<file path="src/rtl/seven_segment_capture_if.sv">
// Output-side handshake bundle of seven_segment_capture: one decoded
// frame per valid/ready transfer, plus per-digit blank and error flags.
interface seven_segment_capture_if;
    logic        out_valid;
    logic        out_ready;
    logic [23:0] out_data;
    logic [5:0]  out_blank;
    logic [5:0]  out_err;

    modport master (
        output out_valid,
        output out_data,
        output out_blank,
        output out_err,
        input  out_ready
    );

    modport slave (
        input  out_valid,
        input  out_data,
        input  out_blank,
        input  out_err,
        output out_ready
    );
endinterface

</file>
<file path="src/rtl/seven_segment_capture.sv">
// seven_segment_capture: samples six active-low 7-segment buses, debounces
// each digit, decodes them to hex nibbles and hands every new stable frame
// to the consumer over a valid/ready handshake.
// Optional macro SEVSEG_CAPTURE_ERRCNT_EN enables the saturating counter of
// delivered frames carrying an illegal digit; otherwise err_count is zero.
module seven_segment_capture #(
    parameter int STABLE_CYCLES = 4
) (
    input  logic        clk,
    input  logic        reset,
    input  logic [6:0]  HEX0,
    input  logic [6:0]  HEX1,
    input  logic [6:0]  HEX2,
    input  logic [6:0]  HEX3,
    input  logic [6:0]  HEX4,
    input  logic [6:0]  HEX5,
    input  logic        rescan,
    output logic [15:0] err_count,
    seven_segment_capture_if.master bus
);

    localparam logic [7:0] STABLE_CNT = 8'(STABLE_CYCLES);

    typedef enum logic {
        SETTLE  = 1'b0,
        PRESENT = 1'b1
    } state_t;

    // Returns {blank, err, nibble} for one active-low segment pattern (g..a).
    function automatic logic [5:0] decode_seg(input logic [6:0] seg);
        logic [5:0] r;
        r = 6'b00_0000;
        case (seg)
            7'b1000000: r = 6'h0;
            7'b1111001: r = 6'h1;
            7'b0100100: r = 6'h2;
            7'b0110000: r = 6'h3;
            7'b0011001: r = 6'h4;
            7'b0010010: r = 6'h5;
            7'b0000010: r = 6'h6;
            7'b1111000: r = 6'h7;
            7'b0000000: r = 6'h8;
            7'b0010000: r = 6'h9;
            7'b0001000: r = 6'hA;
            7'b0000011: r = 6'hB;
            7'b1000110: r = 6'hC;
            7'b0100001: r = 6'hD;
            7'b0000110: r = 6'hE;
            7'b0001110: r = 6'hF;
            7'b1111111: r = 6'b10_0000;
            default:    r = 6'b01_0000;
        endcase
        return r;
    endfunction

    logic [41:0] hex_in;
    logic [41:0] frame_next;     // debounced patterns as they will be after this edge
    logic [5:0]  digit_stable;
    logic [23:0] dec_data;
    logic [5:0]  dec_blank;
    logic [5:0]  dec_err;

    assign hex_in = {HEX5, HEX4, HEX3, HEX2, HEX1, HEX0};

    for (genvar gi = 0; gi < 6; gi++) begin : g_digit
        logic [6:0] s_hex_reg;
        logic [6:0] prev_reg;
        logic [6:0] prev_next;
        logic [7:0] cnt_reg;
        logic [7:0] cnt_next;

        // Input sample plus debounce history for this digit.
        always_ff @(posedge clk) begin
            if (reset) begin
                s_hex_reg <= 7'h7F;
                prev_reg  <= 7'h7F;
                cnt_reg   <= 8'd0;
            end else begin
                s_hex_reg <= hex_in[gi*7 +: 7];
                prev_reg  <= prev_next;
                cnt_reg   <= cnt_next;
            end
        end

        // Restart the count on any change, otherwise count up to the threshold.
        always_comb begin
            prev_next = prev_reg;
            cnt_next  = cnt_reg;
            if (s_hex_reg != prev_reg) begin
                prev_next = s_hex_reg;
                cnt_next  = 8'd1;
            end else if (cnt_reg != STABLE_CNT) begin
                cnt_next = cnt_reg + 8'd1;
            end
        end

        // Stability is judged on the post-edge values so the frame is taken on
        // the same edge that completes the count.
        assign digit_stable[gi]       = (cnt_next == STABLE_CNT);
        assign frame_next[gi*7 +: 7]  = prev_next;
        assign {dec_blank[gi], dec_err[gi], dec_data[gi*4 +: 4]} = decode_seg(prev_next);
    end

    state_t      state_reg;
    state_t      state_next;
    logic        load;
    logic        handshake;
    logic        frame_stable;
    logic        rescan_pending_reg;
    logic [41:0] held_frame_reg;
    logic [41:0] last_delivered_reg;
    logic [23:0] out_data_reg;
    logic [5:0]  out_blank_reg;
    logic [5:0]  out_err_reg;

    assign frame_stable = &digit_stable;

    // State register.
    always_ff @(posedge clk) begin
        if (reset) begin
            state_reg <= SETTLE;
        end else begin
            state_reg <= state_next;
        end
    end

    // Next-state logic: take a frame when it is stable and new (or requested),
    // release it on the handshake.
    always_comb begin
        state_next = state_reg;
        load       = 1'b0;
        handshake  = 1'b0;
        case (state_reg)
            SETTLE: begin
                if (frame_stable &&
                    ((frame_next != last_delivered_reg) || rescan_pending_reg)) begin
                    load       = 1'b1;
                    state_next = PRESENT;
                end
            end
            PRESENT: begin
                if (bus.out_ready) begin
                    handshake  = 1'b1;
                    state_next = SETTLE;
                end
            end
            default: state_next = SETTLE;
        endcase
    end

    // Captured frame, delivery history and the pending rescan request.
    always_ff @(posedge clk) begin
        if (reset) begin
            out_data_reg       <= 24'h0;
            out_blank_reg      <= 6'h0;
            out_err_reg        <= 6'h0;
            held_frame_reg     <= {42{1'b1}};
            last_delivered_reg <= {42{1'b1}};
            rescan_pending_reg <= 1'b0;
        end else begin
            if (load) begin
                out_data_reg   <= dec_data;
                out_blank_reg  <= dec_blank;
                out_err_reg    <= dec_err;
                held_frame_reg <= frame_next;
            end
            if (handshake) begin
                last_delivered_reg <= held_frame_reg;
            end
            // A request arriving on the handshake cycle is kept for the next frame.
            if (rescan) begin
                rescan_pending_reg <= 1'b1;
            end else if (handshake) begin
                rescan_pending_reg <= 1'b0;
            end
        end
    end

    assign bus.out_valid = (state_reg == PRESENT);
    assign bus.out_data  = out_data_reg;
    assign bus.out_blank = out_blank_reg;
    assign bus.out_err   = out_err_reg;

`ifdef SEVSEG_CAPTURE_ERRCNT_EN
    logic [15:0] err_count_reg;

    // Count delivered frames that carried at least one illegal digit.
    always_ff @(posedge clk) begin
        if (reset) begin
            err_count_reg <= 16'h0000;
        end else if (handshake && (out_err_reg != 6'h0) && (err_count_reg != 16'hFFFF)) begin
            err_count_reg <= err_count_reg + 16'h0001;
        end
    end

    assign err_count = err_count_reg;
`else
    assign err_count = 16'h0000;
`endif

endmodule

</file>
<file path="src/flat_wrapper.sv">
// flat-port wrapper written by rule: the top's interface ports become plain ports
module seven_segment_capture_flat 
#(
    parameter int STABLE_CYCLES = 4
)
  (clk, reset, HEX0, HEX1, HEX2, HEX3, HEX4, HEX5, rescan, err_count, bus_out_valid, bus_out_data, bus_out_blank, bus_out_err, bus_out_ready);
  seven_segment_capture_if bus_i ();
  input  logic clk;
  input  logic reset;
  input  logic [6:0] HEX0;
  input  logic [6:0] HEX1;
  input  logic [6:0] HEX2;
  input  logic [6:0] HEX3;
  input  logic [6:0] HEX4;
  input  logic [6:0] HEX5;
  input  logic rescan;
  output logic [15:0] err_count;
  output wire logic [$bits(bus_i.out_valid)-1:0] bus_out_valid;
  output wire logic [$bits(bus_i.out_data)-1:0] bus_out_data;
  output wire logic [$bits(bus_i.out_blank)-1:0] bus_out_blank;
  output wire logic [$bits(bus_i.out_err)-1:0] bus_out_err;
  input wire logic [$bits(bus_i.out_ready)-1:0] bus_out_ready;
  assign bus_out_valid = bus_i.out_valid;
  assign bus_out_data = bus_i.out_data;
  assign bus_out_blank = bus_i.out_blank;
  assign bus_out_err = bus_i.out_err;
  assign bus_i.out_ready = bus_out_ready;
  seven_segment_capture #(.STABLE_CYCLES(STABLE_CYCLES)) u_core (.clk(clk), .reset(reset), .HEX0(HEX0), .HEX1(HEX1), .HEX2(HEX2), .HEX3(HEX3), .HEX4(HEX4), .HEX5(HEX5), .rescan(rescan), .err_count(err_count), .bus(bus_i));
endmodule
</file>
<file path="config.mk">
export PLATFORM = sky130hd
export DESIGN_NAME = seven_segment_capture_flat
export DESIGN_NICKNAME = d
export VERILOG_FILES = /design/src/rtl/seven_segment_capture_if.sv /design/src/rtl/seven_segment_capture.sv /design/src/flat_wrapper.sv
export SDC_FILE = /design/constraint.sdc
export NUM_CORES = 1
export LEC_CHECK = 0
export CAP_MARGIN = 10
export CORE_MARGIN = 8
export CORE_UTILIZATION = 45
export CTS_CLUSTER_SIZE = 30
export DETAILED_ROUTE_END_ITERATION = 10
export PLACE_DENSITY = 0.73
export SETUP_SLACK_MARGIN = 0.5
export SYNTH_ARGS = -nofsm -noshare
export SYNTH_HDL_FRONTEND = slang
export SYNTH_SLANG_ARGS = --single-unit
</file>
<file path="constraint.sdc">
create_clock -name clk -period 6.4 [get_ports clk]
set_input_delay 1.92 -clock clk [delete_from_list [all_inputs] [get_ports clk]]
set_output_delay 1.92 -clock clk [all_outputs]
set_load 0.02 [all_outputs]
</file>
==> key figures <==
Critical path
  • Critical path peak fanout: 19
  • Worst endpoint required time: 6810 ps
  • Worst path slowest cell: nor4_1
  • Top delay family on crit path: simple AND/OR/NAND/NOR gates
  • Crit path launch type: flip-flop
  • Reg2Reg Depth: 9
  • CP bufs+invs: 2
  • Crit path DAT: 4240 ps
  • WP depth: 9
  • Crit path top cell by count: buf_4
  • Worst Setup Path Type: reg -> reg
  • CP Cell Sequence: xor2_1, nor4_1, o211ai_1, nor3_1, o311a_1, nand4_1, buf_4, buf_4, mux2i_1
  • Crit. End Element: flip-flop
  • CP max stage delay: 700 ps

Clocking
  • Total setup buffers inserted after CTS: 0
  • Clk sinks: 254
  • Clock root cell: clkbuf_16
  • CTS tree: built
  • Hold Buf Count CTS: 0
  • Skew-Pair Late Insertion Delay: 530 ps
  • CTS clock-pin slew for the worst setup and hold paths: 60 ps
  • Max clock buf depth: 3
  • CTS resizes: 0
  • H-tree depth: 1
  • TritonCTS buffer count: 28

Final layout
  • Diodes inserted: 0
  • Final-layout fill cell count: 2580
  • Max reg flops: 48
  • Layout Area Growth over Synthesis: 13.41%
  • Final layout net count: 1562
  • Layout cell share with drive strength beyond 1: 0.07424

Global route
  • M1 GR Usage: 0.2226
  • Initial antenna violation count: 0
  • Gr ovfl total: 0
  • Total GRT Usage: 0.1708
  • Met2 GRT Util: 0.2898
  • First-pass GRT wire length: 49040 µm
  • Number of global-route vias before repair: 9798
  • GR peak layer: met2
  • GR Layer Usage met3: 0.02599
  • Largest net degree at the start of global routing: 136

Timing
  • # setup viols final: 0
  • Period minus WS final: 3829 ps
  • Max Fclk: 261.1 MHz
  • Final Skew: 9.103 ps
  • Worst Tran Pin Value: 906.0 ps
  • RSZ-0062 raised after global routing: no
  • Normalized max-slew margin: 0.3960
  • Total Neg Setup Slack: 0 ps
  • Final Hold Vio Count: 0
  • Slew Limit Fails: 0
  • Final Cycle Share: 0.5983

Drt
  • First-iteration detailed-routing DRC count: 816
  • Wirelength per Cell: 15.66 µm
  • Residual DRC: 0
  • Vias/cell: 5.457
  • TritonRoute pass-1 iters: 5
  • Post-DRT Antenna Nets: 0
  • WL final: 29750 µm
  • Via count: 10370

Outcome
  • Outcome: finished, final reports clean

Yosys
  • Mean Syn Cell Area: 8.526 µm²
  • Mapped Cells: 1499
  • Seq/Total Area, Yosys: 0.3978
  • Area share of the largest cell type after synthesis: 0.3978
  • YS warnings: 0
  • Synth area leader: dfxtp_1
  • Ys flop type: dfxtp_1
  • Most frequent cell after synthesis: dfxtp_1
  • EDFF count, synth: 0
  • Top cells by area, synth: dfxtp_1 40%, nor2_1 5.9%, xor2_1 5.8%
  • Distinct cells, synth: 73
  • Most instantiated cells after synthesis: 254 x dfxtp_1, 201 x nor2_1, 105 x clkbuf_1
  • Post-Syn Area: 12780 µm²
  • Async set-or-reset flop fraction in the synthesized netlist: 0
  • FF+latch count, synth: 254

Placed design
  • Final weighted congestion in routability-driven placement: 0.8555
  • Dpl hpwl: 20270 µm
  • Number of port buffers: 82

Worst hold path
  • HP Class: reg -> reg
  • Worst Hold Depth: 2

Power and ir drop
  • Max rail drop VDD: 0.0001714 V
  • Overall power: 3.394 mW
  • P per Cell Area: 234.2 nW/µm²
  • Leak: 5.695 nW

Flow run
  • Max-cap violation count: 0

Die
  • Die Height: 184.5 µm
  • Core ar.: 27860 µm²
  • Io pins: 99
  • Initial core utilization: 0.4588
  • Die Width: 184.5 µm
  • Overall die area: 34050 µm²
  • Row cnt: 61
report_power, final:
part	total (mW)	switching, mW	internal, mW	leakage (nW)
sequential	1.68	0.0691	1.61	2.07
clock	1.49	0.620	0.869	0.423
combinational	0.225	0.123	0.102	3.20
total	3.39	0.812	2.58	5.69
metrics by stage:
stage / utilization / hold slack (ps) / setup WS (ps) / cells / cell area (µm²)
floorplan: - / 451.5 / 3181 / 1514 / 12840
global placement: 0.4897 / 462.3 / 2558 / 1852 / 13640
detailed placement: 0.4897 / 462.4 / 2526 / 1852 / 13640
CTS: 0.5203 / 471.3 / 2501 / 1900 / 14500
global route: 0.5203 / 482.5 / 2211 / 1900 / 14500
finish: 0.5203 / 468.0 / 2571 / 1900 / 14500
tightest hold or removal path, cell delays in order, from the launching register on:
cell and delay [ps]:
dfxtp_1 310, inv_1 60, a221oi_2 50
per-layer routing:
layer	vias to the layer above	part of all wire	routed length, µm
met3	58	0.051	1521
li1	5116	-	-
met4	0	0.022	663
met2	289	0.48	14150
met5	-	0	0
met1	4906	0.45	13410
area by class of cell:
cell class / count / area [µm²] / area share
Clock buffer: 40 / 807.0 / 0.05568
Inverter: 69 / 259.0 / 0.01787
Multi-Input combinational cell: 1056 / 6893 / 0.4755
Tap cell: 378 / 473.0 / 0.03263
Timing Repair Buffer: 95 / 932.1 / 0.06431
Clock inverter: 8 / 46.29 / 0.003194
Sequential cell: 254 / 5085 / 0.3508
cell families (layout without fill, tap and decap cells):
group / Yosys count / count (layout) / share of synthesized area
other cells: 1 / 16 / 0.0002934
simple gates: 619 / 619 / 0.2529
fa+ha+maj: 12 / 12 / 0.01175
buf+inv: 204 / 212 / 0.06725
compound gates: 195 / 195 / 0.1139
flops: 254 / 254 / 0.3978
xor+xnor: 133 / 133 / 0.09114
mux: 81 / 81 / 0.06500
cells in the final DEF, fill, tap and decap left out, types with 10 or more instances in the layout:
cell type        count
mux2_1              16
conb_1              16
o21ai_0             31
a21oi_1             32
inv_1               69
and3_1              61
nand2_1             46
nand3_1             44
or3_1               10
nand2b_1            42
mux2i_1             65
nor2_1             201
dfxtp_1            254
nor2b_1             33
a31oi_1             12
clkbuf_16           29
nand4_1             21
ha_1                12
and2_1              11
nor4_1              25
xnor2_1             49
xor2_1              84
clkdlybuf4s50_1     81
buf_4               12
a211o_1             43
nor3_1              42
or2_2               47
path summary, 6_finish.rpt:
path                                       start  slack [ps]                        end
setup / recovery  u_core.g_digit[0].s_hex_reg[3]        2570  u_core.held_frame_reg[28]
hold / removal            u_core.bus.out_data[1]         470     u_core.bus.out_data[1]
setup reg to reg  u_core.g_digit[0].s_hex_reg[3]        2570  u_core.held_frame_reg[28]
hold reg to reg           u_core.bus.out_data[1]         470     u_core.bus.out_data[1]
Power figures use the tool's default switching activity.
